[src/rtl/reloj_control.sv]
// Timekeeping sequencer: seconds/minutes/hours counters with cascaded carries
// from a 1 Hz tick, plus a button-driven edit mode. All outputs are registered.
module reloj_control #(
  parameter int unsigned S_MAX = 59,
  parameter int unsigned M_MAX = 59,
  parameter int unsigned H_MAX = 23
) (
  input  logic       clk,
  input  logic       reset_clk,
  input  logic       tick_1hz,
  input  logic       btn_mode,
  input  logic       btn_next,
  input  logic       btn_up,
  input  logic       btn_down,
  output logic [5:0] segundos,
  output logic [5:0] minutos,
  output logic [4:0] horas,
  output logic [1:0] edit_field,
  output logic       running,
  output logic       day_pulse
);

  localparam logic [5:0] S_TOP = S_MAX[5:0];
  localparam logic [5:0] M_TOP = M_MAX[5:0];
  localparam logic [4:0] H_TOP = H_MAX[4:0];

  // State encoding doubles as the edit_field output value.
  typedef enum logic [1:0] {
    RUN   = 2'd0,
    SET_H = 2'd1,
    SET_M = 2'd2,
    SET_S = 2'd3
  } state_t;

  state_t     state_q, state_d;
  logic [5:0] sec_q, sec_d;
  logic [5:0] min_q, min_d;
  logic [4:0] hr_q, hr_d;
  logic       day_q, day_d;
  logic       run_q, run_d;

  logic s_wrap, m_wrap, h_wrap;
  logic adj_up, adj_dn;

  // ">=" so an out-of-range value still wraps to 0 on the next increment.
  assign s_wrap = (sec_q >= S_TOP);
  assign m_wrap = (min_q >= M_TOP);
  assign h_wrap = (hr_q  >= H_TOP);

  // Simultaneous up+down cancel out.
  assign adj_up = btn_up & ~btn_down;
  assign adj_dn = btn_down & ~btn_up;

  always_ff @(posedge clk) begin
    if (reset_clk) begin
      state_q <= RUN;
      sec_q   <= '0;
      min_q   <= '0;
      hr_q    <= '0;
      day_q   <= 1'b0;
      run_q   <= 1'b1;
    end else begin
      state_q <= state_d;
      sec_q   <= sec_d;
      min_q   <= min_d;
      hr_q    <= hr_d;
      day_q   <= day_d;
      run_q   <= run_d;
    end
  end

  always_comb begin
    state_d = state_q;
    sec_d   = sec_q;
    min_d   = min_q;
    hr_d    = hr_q;
    day_d   = 1'b0;

    if (state_q == RUN) begin
      // Tick is applied even on the edge that enters edit mode.
      if (tick_1hz) begin
        sec_d = s_wrap ? '0 : sec_q + 6'd1;
        if (s_wrap) begin
          min_d = m_wrap ? '0 : min_q + 6'd1;
          if (m_wrap) begin
            hr_d  = h_wrap ? '0 : hr_q + 5'd1;
            day_d = h_wrap;
          end
        end
      end
      if (btn_mode) state_d = SET_H;
    end else if (btn_mode) begin
      state_d = RUN;
    end else if (btn_next) begin
      case (state_q)
        SET_H:   state_d = SET_M;
        SET_M:   state_d = SET_S;
        default: state_d = SET_H;
      endcase
    end else begin
      case (state_q)
        SET_H: begin
          if (adj_up) hr_d = h_wrap ? '0 : hr_q + 5'd1;
          if (adj_dn) hr_d = (hr_q == '0) ? H_TOP : hr_q - 5'd1;
        end
        SET_M: begin
          if (adj_up) min_d = m_wrap ? '0 : min_q + 6'd1;
          if (adj_dn) min_d = (min_q == '0) ? M_TOP : min_q - 6'd1;
        end
        default: begin
          if (adj_up) sec_d = s_wrap ? '0 : sec_q + 6'd1;
          if (adj_dn) sec_d = (sec_q == '0) ? S_TOP : sec_q - 6'd1;
        end
      endcase
    end

    run_d = (state_d == RUN);
  end

  assign segundos   = sec_q;
  assign minutos    = min_q;
  assign horas      = hr_q;
  assign edit_field = state_q;
  assign running    = run_q;
  assign day_pulse  = day_q;

endmodule

[config.mk]
export PLATFORM = sky130hd
export DESIGN_NAME = reloj_control
export DESIGN_NICKNAME = d
export VERILOG_FILES = /design/src/rtl/reloj_control.sv
export SDC_FILE = /design/constraint.sdc
export NUM_CORES = 1
export LEC_CHECK = 0
export CAP_MARGIN = 0
export CORE_ASPECT_RATIO = 0.6
export CORE_MARGIN = 2
export CORE_UTILIZATION = 58
export DETAILED_ROUTE_END_ITERATION = 8
export PLACE_DENSITY = 0.83
export SYNTH_ARGS = -nofsm -noshare
export SYNTH_HDL_FRONTEND = slang
export SYNTH_SLANG_ARGS = --single-unit
[constraint.sdc]
create_clock -name clk -period 4.2 [get_ports clk]
set_clock_uncertainty 0.2 [all_clocks]
set_input_delay 0.84 -clock clk [delete_from_list [all_inputs] [get_ports clk]]
set_output_delay 0.84 -clock clk [all_outputs]
set_load 0.02 [all_outputs]
---- Word-level counts from Yosys, hierarchy flattened ----
Index checks and enable logic that the tools add are counted.
word-level totals
  bits in registers ....................... 21
  output and inout bits ................... 21
  bits of input ports ..................... 7
operators by class
  equality and inequality tests ........... 8
  reduce and logical (&&, ||, !) cells .... 13
  bitwise logic cells ..................... 8
  add/sub/neg operators ................... 6
  magnitude comparators ................... 3
  multiplexer cells ....................... 35
operator list
  operator                                              count
  2-to-1 mux 6 bit                                      19
  2-to-1 mux 5 bit                                      11
  adder 6 x 1 -> 6 bit (second input constant)          2
  >= comparator 6 bit (second input constant)           2
  zero test 6 bit                                       2
  subtractor 6 x 1 -> 6 bit (second input constant)     2
  2-to-1 mux 2 bit                                      4
  AND reduction 7 bit                                   1
  != test 2 x 1 -> 1 bit (second input constant)        3
  != test 2 bit (second input constant)                 3
  inverter 1 bit                                        6
  AND reduction 6 bit                                   1
  adder 5 x 1 -> 5 bit (second input constant)          1
  >= comparator 5 bit (second input constant)           1
  zero test 5 bit                                       1
  AND reduction 5 bit                                   1
  OR reduction 5 bit                                    1
  subtractor 5 x 1 -> 5 bit (second input constant)     1
  zero test 2 bit                                       2
  case mux 2 bit (2 select lines)                       1
  nonzero test 2 bit                                    2
  nonzero test 3 bit                                    1
  AND 1 bit                                             2
  equality test 2 x 1 -> 1 bit (second input constant)  1
  other kinds (2)                                       2

---- Longest topological paths before layout ----
  depth after elaboration ................. 8
  depth in mapped cells ................... 9
  mapped depth without buffers ............ 7

---- Worst setup path after synthesis ----
OpenSTA, ideal clock, no wires.
  path kind ............................... input -> register
  from .................................... in btn_up
  to ...................................... reg hr_q[3] (netlist: horas[3])
  arrival time ............................ 2.569 ns
  required time ........................... 3.930 ns
  buffers on the path ..................... 1
  path slack .............................. 1.361 ns
  library setup time ...................... 0.070 ns
  stages on the path ...................... 7
  cells stage by stage .................... inv_1 ha_1 or4_4 and2_4 buf_6 or4_1 a21oi_1
between the ends
  word-level cells in the longest chain between the ends .. 7
  elaborated cells on any way between the ends .. 10
  classes of those cells .................. mux: 5; bitwise: 3; reduce/logical: 2
ends and longest elaborated chain
  what                    line  text
  start: declaration      13    input logic btn_up,
  inverter 1 bit          52    assign adj_dn = btn_down & ~btn_up;
  AND 1 bit               52
  2-to-1 mux 5 bit        104   if (adj_dn) hr_d = (hr_q == '0) ? H_TOP : hr_q - 5'd1;
  2-to-1 mux 5 bit        101   case (state_q)
  2-to-1 mux 5 bit        94    end else if (btn_next) begin
  2-to-1 mux 5 bit        92    end else if (btn_mode) begin
  2-to-1 mux 5 bit        79    if (state_q == RUN) begin
  end signal: assignment  66    hr_q <= hr_d;
  end: declaration        38    logic [4:0] hr_q, hr_d;
Several ways; a longest one is shown, not always the timed one. The select of a mux whose other input is x is not followed.
A chain may end at the register's enable or synchronous reset.

---- Final worst setup path ----
  from .................................... in btn_up
  to ...................................... reg sec_q[3] (netlist: segundos[3])
between the ends
  word-level cells in the longest chain between the ends .. 7
  elaborated cells on any way between the ends .. 10
  classes of those cells .................. mux: 5; bitwise: 3; reduce/logical: 2
ends and longest elaborated chain
  what                    line  text
  inverter 1 bit          52
  AND 1 bit               52
  2-to-1 mux 6 bit        112   if (adj_dn) sec_d = (sec_q == '0) ? S_TOP : sec_q - 6'd1;
  2-to-1 mux 6 bit        101
  2-to-1 mux 6 bit        94
  2-to-1 mux 6 bit        92
  2-to-1 mux 6 bit        79
  end signal: assignment  57    sec_q <= '0;
  end signal: assignment  64    sec_q <= sec_d;
  end: declaration        36    logic [5:0] sec_q, sec_d;
Several ways; a longest one is shown, not always the timed one. The select of a mux whose other input is x is not followed.

==> impl_results.md <==
* Cell variety after synth at 50
* Min-delay worst type: reg2reg
* GRT Total Usage at 0.281
* Met3 WL post-DR at approximately 320 um
* Final Critical Period at 3090 ps
* Sequential share of the synthesized area at 0.242
* Routed len/inst at 14.6 um
* Routed wl met2 at 1870 um
* Achievable frequency at 0.323 GHz
* Starting Density at 0.609
* Pre-CTS WS at 887 ps
* RSZ-0062 raised after global routing: false
* Comb power frac at 0.236
* Total gr overflow at 0
* DR pass1 iterations at 5
* Synthesized-area fraction occupied by adder cells at 0.108
* Mapped Avg Cell Area at 7.27 um^2
* Setup TNS at 0 ps
* Reg clk slew, reported paths at 80 ps
* CTS Hold Bufs at 0
* Post-DP HPWL at 3000 um
* Vias at 1817
* Largest family of logic cells by synthesized area: compound AO/OA/AOI/OAI gates
* Num Clock Sinks at 21
* Vias/cell at 6.08
* Final net count at 280
* Switching power share of the total at 0.324
* Hold Vio Cnt, Final at 0
* Mapped cell area at approximately 1700 um^2
* Vias in the first global route at between 1500 and 2000
* Syn Inst Count at roughly 240
* Worst Tran Pin Value at 905 ps
* Synth Register Bits at 21
* CTS Buf Count at 3
* Antenna diode count at 0
* Mux contribution to synthesized area at 0.0115
* Synth async-reset ratio at 0
* Leak pwr at 0.766 nW
* Main synth FF type: dfxtp_1
* Pwr/cell area at about 230 nW/um^2
* Clk_lat worst skew at between 200 and 300 ps
* Uppermost layer routed: met4
* I/O pins at 28
* Final period util at 0.736
* Die Width at 74.6 um
* M1 WL at 2140 um
* Area Overhead vs Synth at 18.4%
* NetSw at 153 uW
* Placer Congestion at 0.904
* Clock network fraction of design power at 0.306
* Internal cell power at 320 uW
* WP data required at 4180 ps
* Synth Area in Compound Gates at 0.287
* Crit. End Element: register
* DRC viols at 0
* Clock buffer depth at 2
* Crit-path max FO at 24
* Synth warn at 0
* Critical path type: in2reg
* Synth top area share at 0.242
* Layout cells sized above 1 at 0.0389
* Initial antenna violation count at 0
* Final setup viols at 0
* Post-synthesis xor/xnor area fraction at 0
* Post-synth top cells: a21oi_1, nor2_1, dfxtp_1, nand2_1, o21ai_0
* Sequential share of power at 0.458
* DR iter-0 viols at 224
* Row Count at 15
* Max-cap violation count at 0
* EDFF count, synth at 0
* Port Buf Inserts at 27
* Synth area leader: dfxtp_1
* Post-Synth Simple-Gate Area at 0.284
* Largest cells by area after synthesis: dfxtp_1, ha_1, a21oi_1
* # fillers at 261
* IR Drop Worst-Case VDD at about 230 uV
* Routed Antenna Nets at 0
* Syn_nets at 261
* Post-Route Utilization at 0.721
* Post-layout worst setup margin at between 1000 and 1500 ps
* Outcome: completed
* CTS root buf: clkbuf_8
* First-pass GRT wire length at between 7000 and 8000 um
* Routed WL at 4370 um
* Max H-tree Level at 1
* Die area at between 3000 and 4000 um^2
* Largest net degree at the start of global routing at 25
* Most common cell in the netlist: a21oi_1
* Max-Slew Margin vs Limit at 0.395
* TritonCTS clock tree: done
* Slew Viols, Final at 0
* Die height at 46.4 um
* CP startpoint kind: input port
* PostCTS Resize Cnt at 0
* WP data arrival at 3070 ps
* Post-CTS Setup Inserts at 0
* Core Box Area at between 2000 and 3000 um^2
-- power by group through the flow --
stage	Clock, mW	Combinational, mW	Sequential, mW
6_report	0.145	0.112	0.217
3_5_place_dp	0	0.110	0.221
3_3_place_gp	0	0.108	0.221
2_1_floorplan	0	0.0710	0.225
5_1_grt	0.152	0.124	0.218
4_1_cts	0.143	0.111	0.216
-- sequential cells by signal (all words and copies together), names as in the netlist --
name        flops
running         1
segundos        6
horas           5
edit_field      2
day_pulse       1
minutos         6
-- worst max-delay path, cell delays in order --
cell	delay (ps)
clkdlybuf4s50_1	450
inv_1	40
ha_1	220
and2b_1	450
or4b_2	740
o221ai_1	90
nand2_1	90
a21oi_1	150
-- kinds of logic (layout without fill, tap and decap cells) --
group / count (synthesis) / after routing
and+or+nand+nor: 94 / 94
AOI/OAI and AO/OA: 78 / 78
buffers and inverters: 29 / 47
DFF: 21 / 21
adders and majority gates: 15 / 15
muxes: 2 / 2
-- metrics by stage --
step / cells / cell area, um^2 / power, mW / hold slack (ps)
after floorplan: 239 / 1740 / 0.296 / 387
after global placement: 295 / 2010 / 0.329 / 341
after global routing: 299 / 2060 / 0.495 / 388
final: 299 / 2060 / 0.473 / 352
after detailed placement: 295 / 2010 / 0.331 / 347
after CTS: 299 / 2060 / 0.470 / 358
-- final timing paths --
| kind | startpoint | end | slack, ps | cells after the start |
|---|---|---|---|---|
| min reg2reg | minutos[0]$_SDFFE_PP0P_ | minutos[0]$_SDFFE_PP0P_ | 350 | 2 |
| min | minutos[0]$_SDFFE_PP0P_ | minutos[0]$_SDFFE_PP0P_ | 350 | 2 |
| max reg2reg | edit_field[0]$_SDFF_PP0_ | segundos[3]$_SDFFE_PP0P_ | 1540 | 7 |
| max | btn_up | segundos[3]$_SDFFE_PP0P_ | 1110 | 8 |
-- cells in the final DEF (no fill, tap or decap), types with 3 or more instances in the layout --
master | synthesis | routed
clkbuf_8 | 0 | 3
nor2_1 | 22 | 22
o211ai_1 | 4 | 4
a31oi_1 | 5 | 5
dfxtp_1 | 21 | 21
clkdlybuf4s50_1 | 0 | 27
nor3_1 | 8 | 8
nor2b_1 | 3 | 3
a21o_1 | 3 | 3
and3_1 | 3 | 3
a21oi_1 | 25 | 25
ha_1 | 15 | 15
nand2b_1 | 5 | 5
o21ai_0 | 16 | 16
nand2_1 | 17 | 17
a211oi_1 | 4 | 4
and2b_1 | 3 | 3
nand3_1 | 15 | 15
inv_1 | 14 | 14
-- layout make-up --
type                       instances  area, um^2  area share
clock buffer                       3        41.3      0.0201
clock inverter                     1        5.00     0.00243
inverter                          14        52.6      0.0256
multi-input combinational        189        1200       0.583
sequential                        21         420       0.205
tap                               42        52.6      0.0256
timing repair buffer              29         285       0.139
-- routing by layer --
| metal | up-vias | global-route usage |
|---|---|---|
| li1 | 908 | - |
| met1 | 826 | 0.400 |
| met2 | 77 | 0.435 |
| met3 | 6 | 0.0635 |
| met4 | 0 | 0.0643 |
| met5 | - | 0 |
Note: power is estimated with default switching activity, not from simulation.
